File: config.mk
export PLATFORM = sky130hd
export DESIGN_NAME = rvc_packer
export DESIGN_NICKNAME = d
export VERILOG_FILES = /design/src/rtl/rvc_packer.sv
export SDC_FILE = /design/constraint.sdc
export NUM_CORES = 1
export LEC_CHECK = 0
export BUFFER_PORTS_ARGS = -buffer_cell sky130_fd_sc_hd__buf_2
export CORE_UTILIZATION = 30
export DETAILED_ROUTE_END_ITERATION = 10
export GPL_TIMING_DRIVEN = 1
export HOLD_SLACK_MARGIN = 0.08
export PLACE_DENSITY = 0.49
export SLEW_MARGIN = 10
export SYNTH_ARGS = -nofsm -noshare
export SYNTH_HDL_FRONTEND = slang
export SYNTH_SLANG_ARGS = --single-unit
File: constraint.sdc
create_clock -name clk -period 4.21 [get_ports clk]
set_input_delay 0.2105 -clock clk [delete_from_list [all_inputs] [get_ports clk]]
set_output_delay 0.2105 -clock clk [all_outputs]
set_load 0.03 [all_outputs]
File: src/rtl/rvc_packer.sv
// RV32I -> RVC image compressor: re-encodes eligible instructions as 16-bit RVC
// and packs the stream little-endian into 32-bit instruction-memory words.
module rvc_packer #(
    parameter bit          EN_C  = 1'b1,
    parameter int unsigned CNT_W = 16
) (
    input  logic             clk,
    input  logic             rst_n,
    input  logic             in_valid,
    output logic             in_ready,
    input  logic [31:0]      in_inst,
    input  logic             in_last,
    output logic             out_valid,
    input  logic             out_ready,
    output logic [31:0]      out_word,
    output logic             out_last,
    output logic [CNT_W-1:0] cnt_in,
    output logic [CNT_W-1:0] cnt_comp
);

    localparam logic [6:0]  OP_IMM   = 7'b0010011;
    localparam logic [6:0]  OP_REG   = 7'b0110011;
    localparam logic [6:0]  OP_LOAD  = 7'b0000011;
    localparam logic [6:0]  OP_STORE = 7'b0100011;
    localparam logic [15:0] C_NOP    = 16'h0001;

    typedef enum logic [0:0] {RUN = 1'b0, PAD = 1'b1} state_t;

    state_t state_q, state_d;

    logic [15:0]      hold_q, hold_d;
    logic             hold_v_q, hold_v_nxt;
    logic             out_valid_q;
    logic [31:0]      out_word_q, word_d;
    logic             out_last_q, last_d;
    logic             load;
    logic [CNT_W-1:0] cnt_in_q, cnt_comp_q;

    logic             out_free;
    logic             accept;
    logic             comp_ok;
    logic [15:0]      comp_c;

    // Instruction field decode
    logic [6:0]  opcode;
    logic [4:0]  rd, rs1, rs2;
    logic [2:0]  funct3;
    logic [6:0]  funct7;
    logic [11:0] imm_i, imm_s;
    logic        is_32, imm_small, rd_p, rs1_p, rs2_p;
    logic        lw_off_ok, lwsp_off_ok, sw_off_ok, swsp_off_ok;

    assign opcode  = in_inst[6:0];
    assign rd      = in_inst[11:7];
    assign funct3  = in_inst[14:12];
    assign rs1     = in_inst[19:15];
    assign rs2     = in_inst[24:20];
    assign funct7  = in_inst[31:25];
    assign imm_i   = in_inst[31:20];
    assign imm_s   = {in_inst[31:25], in_inst[11:7]};
    assign is_32   = (in_inst[1:0] == 2'b11);

    // Immediate fits in 6-bit signed when bits [11:5] are pure sign extension
    assign imm_small   = (imm_i[11:5] == 7'h00) || (imm_i[11:5] == 7'h7f);
    assign rd_p        = (rd[4:3]  == 2'b01);
    assign rs1_p       = (rs1[4:3] == 2'b01);
    assign rs2_p       = (rs2[4:3] == 2'b01);
    assign lw_off_ok   = (imm_i[11:7] == 5'd0) && (imm_i[1:0] == 2'b00);
    assign lwsp_off_ok = (imm_i[11:8] == 4'd0) && (imm_i[1:0] == 2'b00);
    assign sw_off_ok   = (imm_s[11:7] == 5'd0) && (imm_s[1:0] == 2'b00);
    assign swsp_off_ok = (imm_s[11:8] == 4'd0) && (imm_s[1:0] == 2'b00);

    // Compression rules, first match wins
    always_comb begin : compress
        comp_ok = 1'b0;
        comp_c  = 16'h0000;
        if (EN_C && is_32) begin
            if (opcode == OP_IMM && funct3 == 3'b000 && rd != 5'd0 && rs1 == 5'd0
                && imm_small) begin
                comp_ok = 1'b1;
                comp_c  = {3'b010, imm_i[5], rd, imm_i[4:0], 2'b01};
            end else if (opcode == OP_IMM && funct3 == 3'b000 && rd != 5'd0 && rd == rs1
                         && imm_i != 12'd0 && imm_small) begin
                comp_ok = 1'b1;
                comp_c  = {3'b000, imm_i[5], rd, imm_i[4:0], 2'b01};
            end else if (opcode == OP_REG && funct3 == 3'b000 && funct7 == 7'd0
                         && rd != 5'd0 && rs1 == 5'd0 && rs2 != 5'd0) begin
                comp_ok = 1'b1;
                comp_c  = {4'b1000, rd, rs2, 2'b10};
            end else if (opcode == OP_REG && funct3 == 3'b000 && funct7 == 7'd0
                         && rd != 5'd0 && rd == rs1 && rs2 != 5'd0) begin
                comp_ok = 1'b1;
                comp_c  = {4'b1001, rd, rs2, 2'b10};
            end else if (opcode == OP_LOAD && funct3 == 3'b010 && rd_p && rs1_p
                         && lw_off_ok) begin
                comp_ok = 1'b1;
                comp_c  = {3'b010, imm_i[5:3], rs1[2:0], imm_i[2], imm_i[6], rd[2:0], 2'b00};
            end else if (opcode == OP_STORE && funct3 == 3'b010 && rs1_p && rs2_p
                         && sw_off_ok) begin
                comp_ok = 1'b1;
                comp_c  = {3'b110, imm_s[5:3], rs1[2:0], imm_s[2], imm_s[6], rs2[2:0], 2'b00};
            end else if (opcode == OP_LOAD && funct3 == 3'b010 && rs1 == 5'd2
                         && rd != 5'd0 && lwsp_off_ok) begin
                comp_ok = 1'b1;
                comp_c  = {3'b010, imm_i[5], rd, imm_i[4:2], imm_i[7:6], 2'b10};
            end else if (opcode == OP_STORE && funct3 == 3'b010 && rs1 == 5'd2
                         && swsp_off_ok) begin
                comp_ok = 1'b1;
                comp_c  = {3'b110, imm_s[5:2], imm_s[7:6], rs2, 2'b10};
            end
        end
    end

    assign out_free = !out_valid_q || out_ready;
    assign in_ready = (state_q == RUN) && out_free;
    assign accept   = in_valid && in_ready;

    always_ff @(posedge clk) begin : state_reg
        if (!rst_n) begin
            state_q <= RUN;
        end else begin
            state_q <= state_d;
        end
    end

    always_comb begin : fsm_next
        state_d = state_q;
        case (state_q)
            RUN: if (accept && in_last && hold_v_nxt) state_d = PAD;
            PAD: if (out_free) state_d = RUN;
            default: state_d = RUN;
        endcase
    end

    // Packing decisions and output-word formation
    always_comb begin : fsm_out
        load       = 1'b0;
        word_d     = out_word_q;
        last_d     = 1'b0;
        hold_d     = hold_q;
        hold_v_nxt = hold_v_q;
        case (state_q)
            RUN: begin
                if (accept) begin
                    if (!hold_v_q) begin
                        if (comp_ok) begin
                            hold_d     = comp_c;
                            hold_v_nxt = 1'b1;
                        end else begin
                            load   = 1'b1;
                            word_d = in_inst;
                        end
                    end else begin
                        load = 1'b1;
                        if (comp_ok) begin
                            word_d     = {comp_c, hold_q};
                            hold_v_nxt = 1'b0;
                        end else begin
                            word_d = {in_inst[15:0], hold_q};
                            hold_d = in_inst[31:16];
                        end
                    end
                    last_d = in_last && !hold_v_nxt;
                end
            end
            PAD: begin
                if (out_free) begin
                    load       = 1'b1;
                    word_d     = {C_NOP, hold_q};
                    last_d     = 1'b1;
                    hold_v_nxt = 1'b0;
                end
            end
            default: ;
        endcase
    end

    always_ff @(posedge clk) begin : hold_reg
        if (!rst_n) begin
            hold_q   <= 16'h0000;
            hold_v_q <= 1'b0;
        end else begin
            hold_q   <= hold_d;
            hold_v_q <= hold_v_nxt;
        end
    end

    // Output word register; a load only happens when the slot is free
    always_ff @(posedge clk) begin : out_reg
        if (!rst_n) begin
            out_valid_q <= 1'b0;
            out_word_q  <= 32'h0000_0000;
            out_last_q  <= 1'b0;
        end else if (load) begin
            out_valid_q <= 1'b1;
            out_word_q  <= word_d;
            out_last_q  <= last_d;
        end else if (out_ready) begin
            out_valid_q <= 1'b0;
        end
    end

    always_ff @(posedge clk) begin : stat_cnt
        if (!rst_n) begin
            cnt_in_q   <= '0;
            cnt_comp_q <= '0;
        end else begin
            if (accept && cnt_in_q != '1) begin
                cnt_in_q <= cnt_in_q + CNT_W'(1);
            end
            if (accept && comp_ok && cnt_comp_q != '1) begin
                cnt_comp_q <= cnt_comp_q + CNT_W'(1);
            end
        end
    end

    assign out_valid = out_valid_q;
    assign out_word  = out_word_q;
    assign out_last  = out_last_q;
    assign cnt_in    = cnt_in_q;
    assign cnt_comp  = cnt_comp_q;

endmodule

==> run metrics <==
Tot GR Track Use=21.39%; Hold Path Depth=3; vias in the first global route=4685; DRT iter0 DRCs=342; hold_buf cts=0; Worst EP arrival=3660 ps; Max-Cap Viols=0; R2R depth=8; antenna violations before repair=1; fillers=1612; Power Total=0.001886 W; Worst EP required=4460 ps; DRC Markers=0; Synth Instances=589; first-pass GRT wire length=26190 um; die height=126.7 um; CTS tree=yes; clock power share=42.5%; Nets=722; Pint=0.001367 W; H-tree levels=3; setup bufs post-CTS=0; NetSw=0.0005191 W; Place WS=487.0 ps; Slew @ Worst Pin=742.3 ps; drt first pass iters=5; Clock Latency Late Sink=340 ps; share of post-route cells with drive strength above 1=22.34%; Routed Antenna Nets=0; setup slack after layout=798.7 ps; Post-synth ARST share=0%; Peak supply drop=200.2 uV; clk_skew=10.08 ps; clock tree buffer depth=2; GPL Wtd Cong=0.8970; starting density of the core=30.69%; Slew Limit Fails=0; GR Overflow Total=0; number of antenna diodes=0; Rows=45; post-route setup TNS=0 ps; # clock sinks=84; crit path kind=in -> reg; worst r2r src=hold_v_q; part of the power in registers=44.4%; vias per cell=5.662; Final min period=3411 ps; synth unique cells=72; Hold Vio Cnt, Final=0; most common cell after layout, fill and taps aside=buf_2; Max Clk Rate=0.2931 GHz; syn_nets=629; dominant synthesized flop cell=dfxtp_1; CTS buffer count=9; WL per Instance=19.25 um; r2r setup slk=1930 ps; die area=16060 um^2; Area Growth Syn to Fin=21.80%; core area=15200 um^2; HP Class=in -> reg; Comb pwr share=13.1%; hpwl dp=12590 um; CP startpoint kind=input pin; most frequent cells in the layout=buf_2, dfxtp_1, nor2_1; PortBufs=103; Synth Warn #=0; largest net degree at the start of global routing=46; cts repair resizes=0; Leak Pwr=2.230 nW; Root Driver=clkbuf_16; sequential share of the synthesized area=36.04%; vias post-DR=4943; Mapped Area=4666 um^2; worst r2r dst=out_word[16]; die width=126.7 um; Rel. slew slack=50.21%; CP endpoint kind=flop; PD cells=331.8 nW/um^2; final setup violation count=0; FF+latch count, synth=84; top-level I/O count=104; hold path endpoint=state_q; syn_area_per_cell=7.921 um^2; Clock transition at path regs=60 ps; RSZ-0062 raised after global routing=false; fin crit share=81.03%; EDFF count, synth=0; worst-path maximum fanout=33; final WL=16800 um; run status=finished clean; hold path startpoint=in_last; sw frac=27.53%
## state kept, by name, summed over array words and instances (netlist names)
signal	cells
cnt_comp	16
cnt_in	16
hold_q	16
hold_v_q	1
out_last	1
out_valid	1
out_word	32
state_q	1
## layout make-up
class / count / area (um^2) / area share (%)
clock buffer: 11 / 242.7 / 4.271
clock inverter: 3 / 46.29 / 0.8146
inverter: 12 / 45.04 / 0.7926
multi-input combinational: 454 / 2781 / 48.94
sequential: 84 / 1682 / 29.59
tap: 188 / 235.2 / 4.139
timing repair buffer: 121 / 650.6 / 11.45
## cell usage after synthesis (all sizes together), types with 8 or more instances
master	number	area, um^2
o21ai	55	275.3
o211ai	13	102.6
dfxtp	84	1682
nor3	13	65.06
a21oi	39	195.2
clkbuf	36	136.4
a22o	8	71.32
nand4	14	87.58
nand3	22	110.1
nand2	58	217.7
inv	12	45.04
or3	15	93.84
a311oi	20	175.2
nor2	65	246.5
xor2	16	140.1
## how the worst max path moves through the flow
stage / from / to / slack, ps
floorplan: in_inst[18] / out_word[17] / 920
global placement: in_inst[11] / out_word[16] / 670
detailed placement: in_inst[11] / out_word[16] / 490
CTS: in_inst[11] / out_word[16] / 850
global route: in_inst[11] / out_word[16] / 510
finish: in_inst[11] / out_word[16] / 800
## worst max-delay path, cell delays in order
cell	delay, ps
buf_2	160
or4_1	590
o211ai_1	300
a21oi_1	140
or2_1	310
nor2_2	310
inv_1	220
ha_1	260
nand2b_1	310
nand2_1	120
buf_4	310
o32ai_1	140
a311oi_1	260
## metrics by stage
| step | utilization (%) | instance area, um^2 | hold WS, ps | instances |
|---|---|---|---|---|
| finish | 37.38 | 5683 | 124.3 | 873 |
| global route | 37.38 | 5683 | 162.1 | 873 |
| CTS | 37.38 | 5683 | 118.7 | 873 |
| detailed placement | 35.48 | 5394 | 442.8 | 859 |
| global placement | 35.48 | 5394 | 441.6 | 859 |
| floorplan | - | 4666 | 340.9 | 589 |
## per-layer routing
| layer | up-vias | GRT usage (%) | wire length (um) |
|---|---|---|---|
| met5 | - | 0 | 0 |
| met4 | 0 | 9.034 | 576 |
| met3 | 36 | 5.103 | 1082 |
| met2 | 176 | 35.55 | 7929 |
| met1 | 2359 | 26.50 | 7214 |
| li1 | 2372 | - | - |
## power by group through the flow
stage	clock network, W	registers (W)	logic, W
after CTS	0.000826	0.000838	0.000247
after global routing	0.000863	0.000840	0.000265
final	0.000802	0.000837	0.000247
after detailed placement	0	0.000856	0.000246
after floorplan	0	0.000903	0.0000996
after global placement	0	0.000854	0.000247
## kinds of logic (layout without fill, tap and decap cells)
logic type	count (synthesis)	count (layout)	synth area share (%)
compound gates	185	185	27.81
xor+xnor	22	22	4.130
fa+ha+maj	3	3	0.8046
buf+inv	51	147	4.344
flops	84	84	36.04
mux	4	4	0.8850
simple gates	240	240	25.99
Power figures use the tool's default switching activity.
